**config.mk**
```make
export PLATFORM = sky130hd
export DESIGN_NAME = flu_length_meter
export DESIGN_NICKNAME = d
export VERILOG_FILES = /design/src/rtl/flu_length_meter_pkg.sv /design/src/rtl/flu_length_meter_fifo.sv /design/src/rtl/flu_length_meter.sv
export SDC_FILE = /design/constraint.sdc
export NUM_CORES = 1
export LEC_CHECK = 0
export CELL_PAD_IN_SITES_DETAIL_PLACEMENT = 1
export CELL_PAD_IN_SITES_GLOBAL_PLACEMENT = 1
export CORE_MARGIN = 5
export CORE_UTILIZATION = 35
export DETAILED_ROUTE_END_ITERATION = 10
export MAX_ROUTING_LAYER = met4
export PLACE_DENSITY = 0.86
export SETUP_SLACK_MARGIN = 0.1
export SLEW_MARGIN = 20
export SYNTH_ARGS = -nofsm -noshare
export SYNTH_HDL_FRONTEND = slang
export SYNTH_SLANG_ARGS = --single-unit
```
**constraint.sdc**
```tcl
create_clock -name CLK -period 4.5 [get_ports CLK]
set_input_delay 0.45 -clock CLK [delete_from_list [all_inputs] [get_ports CLK]]
set_output_delay 0.45 -clock CLK [all_outputs]
set_load 0.005 [all_outputs]
```
**src/rtl/flu_length_meter_pkg.sv**
```systemverilog
// Shared constants and helpers for the FLU frame length meter.
package flu_length_meter_pkg;

    // Default configuration of the meter.
    localparam int DATA_WIDTH_DEF    = 256;
    localparam int SOP_POS_WIDTH_DEF = 2;
    localparam int LENGTH_WIDTH_DEF  = 16;
    localparam int FIFO_ITEMS_DEF    = 16;

    // Derived constants for the default configuration.
    localparam int BYTES          = DATA_WIDTH_DEF / 8;
    localparam int BLOCK          = BYTES / (2 ** SOP_POS_WIDTH_DEF);
    localparam int EOP_POS_WIDTH  = $clog2(BYTES);
    localparam int FIFO_PTR_WIDTH = $clog2(FIFO_ITEMS_DEF);

    // Add two lengths and clamp the result at max instead of wrapping.
    function automatic logic [31:0] sat_add(input logic [31:0] a,
                                            input logic [31:0] b,
                                            input logic [31:0] max);
        logic [32:0] sum;
        sum = {1'b0, a} + {1'b0, b};
        return (sum > {1'b0, max}) ? max : sum[31:0];
    endfunction

endpackage

```
**src/rtl/flu_length_meter_fifo.sv**
```systemverilog
// Register FIFO holding measured frame lengths; full is a registered flag.
module flu_length_meter_fifo #(
    parameter int WIDTH = 16,
    parameter int ITEMS = 16
) (
    input  logic             clk,
    input  logic             reset,
    input  logic             push,
    input  logic [WIDTH-1:0] din,
    input  logic             pop,
    output logic [WIDTH-1:0] dout,
    output logic             full,
    output logic             empty
);

    localparam int PTR_W = $clog2(ITEMS);
    localparam int CNT_W = PTR_W + 1;

    logic [WIDTH-1:0] mem [ITEMS];
    logic [PTR_W-1:0] wr_ptr;
    logic [PTR_W-1:0] rd_ptr;
    logic [CNT_W-1:0] count;
    logic [CNT_W-1:0] count_nxt;
    logic             full_q;

    // Occupancy after this cycle's push/pop; simultaneous push and pop cancel.
    always_comb begin
        // NOTE: every always_comb output gets a default first so no path leaves it unassigned, which would infer a latch.
        count_nxt = count;
        if (push && !pop) begin
            count_nxt = count + 1'b1;
        end else if (!push && pop) begin
            count_nxt = count - 1'b1;
        end
    end

    // Storage array; written only on push.
    always_ff @(posedge clk) begin
        // NOTE: the storage array is deliberately not reset; validity is tracked by count, so clearing it would only add reset fan-out.
        if (push) begin
            mem[wr_ptr] <= din;
        end
    end

    // Pointers, occupancy and registered full flag; pointers wrap naturally.
    always_ff @(posedge clk) begin
        // NOTE: sequential state uses non-blocking assignments so every register samples pre-edge values regardless of statement order.
        if (reset) begin
            wr_ptr <= '0;
            rd_ptr <= '0;
            count  <= '0;
            full_q <= 1'b0;
        end else begin
            if (push) begin
                wr_ptr <= wr_ptr + 1'b1;
            end
            if (pop) begin
                rd_ptr <= rd_ptr + 1'b1;
            end
            count  <= count_nxt;
            full_q <= (count_nxt == CNT_W'(ITEMS));
        end
    end

    assign full  = full_q;
    assign empty = (count == '0);
    assign dout  = empty ? '0 : mem[rd_ptr];

endmodule

```
**src/rtl/flu_length_meter.sv**
```systemverilog
// FLU pass-through that measures the byte length of each completed frame
// and queues the lengths for the LENGTH / LENGTH_READY / LENGTH_NEXT interface.
module flu_length_meter
    import flu_length_meter_pkg::*;
#(
    parameter int DATA_WIDTH    = DATA_WIDTH_DEF,
    parameter int SOP_POS_WIDTH = SOP_POS_WIDTH_DEF,
    parameter int LENGTH_WIDTH  = LENGTH_WIDTH_DEF,
    parameter int FIFO_ITEMS    = FIFO_ITEMS_DEF
) (
    input  logic                            CLK,
    input  logic                            RESET,
    input  logic [DATA_WIDTH-1:0]           RX_DATA,
    input  logic [SOP_POS_WIDTH-1:0]        RX_SOP_POS,
    input  logic [$clog2(DATA_WIDTH/8)-1:0] RX_EOP_POS,
    input  logic                            RX_SOP,
    input  logic                            RX_EOP,
    input  logic                            RX_SRC_RDY,
    output logic                            RX_DST_RDY,
    output logic [DATA_WIDTH-1:0]           TX_DATA,
    output logic [SOP_POS_WIDTH-1:0]        TX_SOP_POS,
    output logic [$clog2(DATA_WIDTH/8)-1:0] TX_EOP_POS,
    output logic                            TX_SOP,
    output logic                            TX_EOP,
    output logic                            TX_SRC_RDY,
    input  logic                            TX_DST_RDY,
    output logic [LENGTH_WIDTH-1:0]         LENGTH,
    output logic                            LENGTH_READY,
    input  logic                            LENGTH_NEXT
);

    localparam int          WORD_BYTES  = DATA_WIDTH / 8;
    localparam int          BLOCK_BYTES = WORD_BYTES >> SOP_POS_WIDTH;
    localparam logic [31:0] LEN_MAX     = 32'((longint'(1) << LENGTH_WIDTH) - 1);

    logic                    xfer;
    logic                    full;
    logic                    empty;
    logic                    push;
    logic                    pop;
    logic [LENGTH_WIDTH-1:0] push_len;
    logic                    in_frame;
    logic                    in_frame_nxt;
    logic [LENGTH_WIDTH-1:0] acc;
    logic [LENGTH_WIDTH-1:0] acc_nxt;
    logic [31:0]             sop_byte;
    logic [31:0]             eop_pos;
    logic                    single_word;

    // Combinational pass-through; the whole stream stalls while the length FIFO is full.
    assign TX_DATA    = RX_DATA;
    assign TX_SOP_POS = RX_SOP_POS;
    assign TX_EOP_POS = RX_EOP_POS;
    assign TX_SOP     = RX_SOP;
    assign TX_EOP     = RX_EOP;
    assign TX_SRC_RDY = RX_SRC_RDY && !full;
    assign RX_DST_RDY = TX_DST_RDY && !full;

    assign xfer        = RX_SRC_RDY && RX_DST_RDY;
    assign sop_byte    = 32'(RX_SOP_POS) * 32'(BLOCK_BYTES);
    assign eop_pos     = 32'(RX_EOP_POS);
    // SOP at or before the EOP byte means the word holds a whole frame;
    // otherwise the EOP closes the old frame and the SOP opens a new one.
    assign single_word = RX_SOP && RX_EOP && (sop_byte <= eop_pos);

    // Frame tracking: accumulate word bytes and emit a length on each closing EOP.
    always_comb begin
        acc_nxt      = acc;
        in_frame_nxt = in_frame;
        push         = 1'b0;
        push_len     = '0;
        if (xfer) begin
            if (single_word) begin
                push         = 1'b1;
                push_len     = LENGTH_WIDTH'(sat_add(eop_pos - sop_byte, 32'd1, LEN_MAX));
                in_frame_nxt = 1'b0;
            end else begin
                if (RX_EOP) begin
                    // An EOP with no open frame is an orphan tail and is dropped.
                    if (in_frame) begin
                        push     = 1'b1;
                        push_len = LENGTH_WIDTH'(sat_add(32'(acc), eop_pos + 32'd1, LEN_MAX));
                    end
                    in_frame_nxt = 1'b0;
                end
                if (RX_SOP) begin
                    // A SOP inside an open frame silently restarts the count.
                    acc_nxt      = LENGTH_WIDTH'(sat_add(32'(WORD_BYTES) - sop_byte, 32'd0, LEN_MAX));
                    in_frame_nxt = 1'b1;
                end else if (!RX_EOP && in_frame) begin
                    acc_nxt = LENGTH_WIDTH'(sat_add(32'(acc), 32'(WORD_BYTES), LEN_MAX));
                end
            end
        end
    end

    // Frame tracking state; a frame open at reset is discarded.
    always_ff @(posedge CLK) begin
        if (RESET) begin
            in_frame <= 1'b0;
            acc      <= '0;
        end else begin
            in_frame <= in_frame_nxt;
            acc      <= acc_nxt;
        end
    end

    assign pop          = LENGTH_NEXT && !empty;
    assign LENGTH_READY = !empty;

    flu_length_meter_fifo #(
        .WIDTH (LENGTH_WIDTH),
        .ITEMS (FIFO_ITEMS)
    ) u_fifo (
        .clk   (CLK),
        .reset (RESET),
        .push  (push),
        .din   (push_len),
        .pop   (pop),
        .dout  (LENGTH),
        .full  (full),
        .empty (empty)
    );

endmodule

```
==> results.md <==
* Outcome: finished clean
* Yosys cell types at 59
* Worst-Margin Slew at 931 ps
* Inst Count DP at 1308
* Hold Startpoint: in_frame
* Final min period at 3640 ps
* Remaining DRCs at 0
* Fill cells at 4223
* Clock buffer count from CTS at 28
* Vias at 7522
* DP HPWL at 27000 µm
* Post-Route WL at 40000 µm
* Most frequent cells in the layout: 256 x edfxtp_1, 80 x mux4_2, 41 x clkdlybuf4s50_1, 41 x buf_4
* Final setup fails at 0
* Pin count of the biggest net entering global routing at 65
* Critical path arrival at 3190 ps
* Dominant cells by area after synthesis: edfxtp_1 53%, buf_4 14%, mux4_2 12%
* CP Cell Sequence: buf_4 -> mux4_2 -> mux4_2 -> and2_1 -> clkdlybuf4s50_1
* Starting Density at 35.4%
* Die area at 45600 µm²
* Worst Setup Start Kind: register
* Hold Buf Count CTS at 0
* Max cap viols at 0
* Power Dens Cells at 426 nW/µm²
* Synth top area share at 53.0%
* R2r setup slk at 1510 ps
* Hold EP: in_frame
* Overflow after GRT at 0
* 1st-iter DRT viols at 619
* CTS root buf: clkbuf_16
* Num rows at 74
* Post-Route Skew at 19.3 ps
* First-pass GRT wire length at 56300 µm
* Hold slack at 507 ps
* RSZ-0062 raised after global routing: no
* Sum of buffers and inverters on the critical path at 2
* Global Route Usage Sum at 17.5%
* Crit path kind: reg2out
* Post-synthesis sequential area ratio at 57.6%
* Nets at 1110
* Port-buffer cells at 41
* Die Span Y at 213 µm
* Slew Viols, Final at 0
* Cell family with most CP delay: multiplexers
* Clock sink count at 289
* Wire per inst at 29.5 µm
* Hold Path Class: reg2reg
* Final GP Congestion at 0.799
* Clock transition at path regs at 70 ps
* Place WS at -7.24 ps
* Total chip power at 0.00624 W
* Initial antenna violation count at 0
* Relative slew slack at 37.9%
* Antenna-violating nets left at 0
* Fin cells at 1356
* Crit path max fanout at 16
* Yosys Warn Count at 0
* Worst EP required at 4050 ps
* R2R Path Start: acc[2]
* Synth Register Bits at 289
* Synth Flop Type: edfxtp_1
* Fmax at 275 MHz
* Final Cycle Share at 80.9%
* Post-CTS Setup Repair Bufs at 0
* CP max-delay cell: mux4_2
* Core Footprint at 40900 µm²
* Layout Area Growth over Synthesis at 1.07%
* Hold Path Depth at 2
* Worst-Skew Late Latency at 540 ps
* VDD IR-drop max at 0.273 mV
* Via density at 5.55
* Io pins at 554
* Number of synthesized flops with an enable pin at 256
* Syn_nets at 1297
* Clock Tree Buf Depth at 3
* Post-synth top area cell: edfxtp_1
* Share of cells above drive strength 1 at 21.7%
* Leakage at 4.67 nW
* TritonCTS clock tree: done
* Vias in the first global route at 7889
* Mapped Area at 14500 µm²
* Worst reg2reg path depth at 10
* Die span in x at 213 µm
* Most common cell after layout, fill and taps aside: edfxtp_1
* Crit path capture type: output pin
* Setup ws final at 861 ps
* Drt first pass iters at 5
* Critical R2R Capture: u_fifo.mem[4][15]
* Avg Cell Area, Syn at 14.6 µm²
* CTS H-tree depth at 1
* FFs w/ async S/R, synth at 0%
* Mapped Cells at 993
* Critical Path Most Common Cell: mux4_2
* Final hold vios at 0
* Antenna cells at 0
* Worst stage delay on the critical path at 570 ps
* # resized after CTS at 0
final cells by class:
type | count | area, µm² | share of cell area (%)
inverter | 21 | 78.8 | 0.538
clock buffer | 36 | 752 | 5.13
sequential | 289 | 8350 | 57.0
tap | 532 | 666 | 4.54
clock inverter | 12 | 114 | 0.777
timing repair buffer | 84 | 758 | 5.18
multi-input combinational | 382 | 3930 | 26.8
per-stage QoR:
stage / TNS (ps) / util, % / instance area, µm²
after global placement: 0 / 33.6 / 13800
final: 0 / 35.8 / 14600
after detailed placement: -110 / 33.6 / 13800
after CTS: 0 / 35.7 / 14600
after global routing: 0 / 35.8 / 14600
after floorplan: 0 / - / 14500
worst max path at each step:
stage / depth (start not counted) / to / slack, ps
2_1_floorplan: 11 / u_fifo.mem[0][8] / 670
5_1_grt: 14 / u_fifo.mem[0][7] / 560
6_report: 5 / LENGTH[4] / 860
4_1_cts: 13 / u_fifo.mem[4][15] / 520
3_5_place_dp: 13 / u_fifo.mem[0][15] / -7
3_3_place_gp: 13 / u_fifo.mem[4][10] / 300
power breakdown:
part           switching [W]  internal, W
sequential         0.0000595      0.00291
combinational       0.000476     0.000545
clock               0.000956      0.00129
cells in the mapped netlist (3+ instances only):
cell type  number
a211oi_1        3
a21o_1          3
a21oi_1        23
a221oi_1       11
a311o_1         3
a32o_1          3
and2_1         32
and3_1         12
buf_1           3
buf_2          10
buf_4         268
clkbuf_1       19
dfxtp_1        33
edfxtp_1      256
ha_1           32
inv_1          21
mux4_2         80
nand2_1        23
nand3_1        18
nand4_1         7
nor2_1         32
nor2b_1         7
nor4b_1         4
o21ai_0        27
xnor2_1        10
xor2_1         11
layer usage:
metal | part of all wire [%] | vias to the layer above | track usage (%)
met3 | 16 | 69 | 11.9
met1 | 36 | 3843 | 19.9
met2 | 45 | 547 | 25.8
li1 | - | 3063 | -
met4 | 1.9 | 0 | 3.49
met5 | 0 | - | -
registers in the layout, summed over array words and instances (netlist names), named ones only:
register / count
u_fifo.mem: 256
acc: 14
u_fifo.count: 5
u_fifo.rd_ptr: 4
u_fifo.wr_ptr: 4
in_frame: 1
u_fifo.full: 1
cell families after synthesis:
group	after synthesis	synth area share [%]
compound gates	92	4.32
xor+xnor	21	1.27
fa+ha+maj	34	3.04
buf+inv	322	15.4
flops	289	57.6
mux	80	12.4
simple gates	155	5.91
worst reg2reg max path, delay by kind of cell (launching register included):
family,cells,cell delay [ps]
buffers and inverters,3,460
flip-flops,1,370
adder cells (fa/ha/maj),2,600
AO/OA/AOI/OAI,3,760
AND/OR/NAND/NOR,2,430
No activity file was read; power rests on OpenSTA's default activity.
==> variant, RTL diff (same flow settings) <==
`DATA_WIDTH_DEF`: 256 -> 128.
--- a/src/rtl/flu_length_meter_pkg.sv
+++ b/src/rtl/flu_length_meter_pkg.sv
@@ -2,7 +2,7 @@
 package flu_length_meter_pkg;
 
     // Default configuration of the meter.
-    localparam int DATA_WIDTH_DEF    = 256;
+    localparam int DATA_WIDTH_DEF    = 128;
     localparam int SOP_POS_WIDTH_DEF = 2;
     localparam int LENGTH_WIDTH_DEF  = 16;
     localparam int FIFO_ITEMS_DEF    = 16;
Ports: changed (resized RX_DATA, RX_EOP_POS, TX_DATA and TX_EOP_POS); port bits go from 554 to 296. The function was not compared with the original's and may differ.
==> variant against the original RTL <==
  * Final cell count up 0.88%
  * Synthesized area decreased by 5.8%
  * Sequential cell count grew 1
  * Die area down 5.5%
  * Worst setup slack got worse by 0.34 ns
  * Final area is 0.60% higher
  * Total power is 1.3% higher
  * Routed wire length shrank 20%
  * Critical endpoint is now u_fifo.mem[12][12]$_DFFE_PP_
  * Largest cell class unchanged
==> variant: results (changes against the original RTL) <==
\begin{tabular}{lr}
\hline
Metric & Value \\
\hline
\multicolumn{2}{l}{\textbf{Synth}} \\
\quad Sequential fraction of the synthesis area & 0.613 (+0.0367) \\
\quad Cell types with the highest counts after synthesis & edfxtp\_1, buf\_4, mux4\_2, nand2\_1 \\
\quad \#FFs+latches synth & 290 (+0.35\%) \\
\multicolumn{2}{l}{\textbf{Cells and area}} \\
\quad Share of the final layout cell area in multi-input gates & 0.271 (+0.00299) \\
\quad Number of logic inverters in the finished layout & 29 (+38\%) \\
\quad Count of multi-input gates & 404 (+5.8\%) \\
\quad Final net count & 1001 (-9.8\%) \\
\quad Filler cell count & 3884 (-8.0\%) \\
\quad Registers with the highest flip-flop counts & u\_fifo.mem: 256 flops, acc: 15 flops, u\_fifo.count: 5 flops \\
\quad Layout cells sized above 1 & 0.200 (-0.0172) \\
\quad Number of non-clock buffers & 75 (-11\%) \\
\multicolumn{2}{l}{\textbf{Worst hold path}} \\
\quad Launch point of the worst hold path & u\_fifo.rd\_ptr[1]\$\_SDFFE\_PP0P\_ \\
\multicolumn{2}{l}{\textbf{Routing}} \\
\quad Total iterations of the first detailed-routing run & 4 (-1) \\
\quad Average routed wire per standard cell & 23.4 um (-21\%) \\
\multicolumn{2}{l}{\textbf{Power and ir drop}} \\
\quad P\_int & 0.00482 W (+1.6\%) \\
\quad Combinational cell fraction of total power & 0.157 (-0.007) \\
\quad Leakage power of the design & 4.65 nW (-0.52\%) \\
\quad Relative contribution of the clock network to total power & 0.367 (+0.007) \\
\quad Total power & 0.00632 W (+1.3\%) \\
\multicolumn{2}{l}{\textbf{STA}} \\
\quad Max Clock Skew & 0.0107 ns (-0.00857 ns) \\
\quad Max\_slew headroom & 0.237 (-0.142) \\
\multicolumn{2}{l}{\textbf{Placement}} \\
\quad Cell area reported after detailed placement & 0.0138 sq mm (+0.30\%) \\
\quad Port Buffers & 39 (-4.9\%) \\
\quad Pre-CTS WS & -0.0778 ns (-0.0705 ns) \\
\quad Half-perimeter wire length after detailed placement & 20300 um (-25\%) \\
\multicolumn{2}{l}{\textbf{Setup path}} \\
\quad RR Startpoint & acc[1]\$\_SDFFE\_PP0P\_ \\
\quad Flop2flop setup slack & 1.24 ns (-0.27 ns) \\
\multicolumn{2}{l}{\textbf{Global route}} \\
\quad Via count of the first global-routing pass & 7878 (-0.14\%) \\
\quad Global-route wire length before repair & 49200 um (-12\%) \\
\multicolumn{2}{l}{\textbf{Clock network}} \\
\quad CTS buffer count & 29 (+3.6\%) \\
\multicolumn{2}{l}{\textbf{Outcome}} \\
\quad Outcome & finished, final reports clean \\
\multicolumn{2}{l}{\textbf{Floorplanning}} \\
\quad Die width & 208 um (-2.8\%) \\
\hline
\end{tabular}
-- variant: stage by stage --
step	hold WS [ns]	utilization
2_1_floorplan	0.468	-
6_report	0.505	0.381
3_3_place_gp	0.492	0.357
3_5_place_dp	0.505	0.357
5_1_grt	0.551	0.381
4_1_cts	0.514	0.381
-- variant: per-layer routing --
metal	share of wire	track usage	vias up
met2	0.52	0.258	313
met4	0.015	0.0278	0
met1	0.40	0.187	3835
li1	-	-	3147
met3	0.067	0.0334	39
met5	0	-	-
-- variant: logic make-up (layout without fill, tap and decap cells) --
logic type      Yosys count  count (layout)  synth area share
simple gates            182             182            0.0715
compound gates           87              87            0.0427
buf+inv                 207             156            0.0963
flops                   290             290             0.613
fa+ha+maj                31              31            0.0295
mux                      80              80             0.132
xor+xnor                 24              24            0.0154
-- variant: worst max-delay path: cells and delay by family --
kind                       cells  cell delay (ns)
buffers and inverters          3             0.67
adders and majority gates      3             0.98
AOI/OAI and AO/OA              1             0.90
and+or+nand+nor                6             1.17
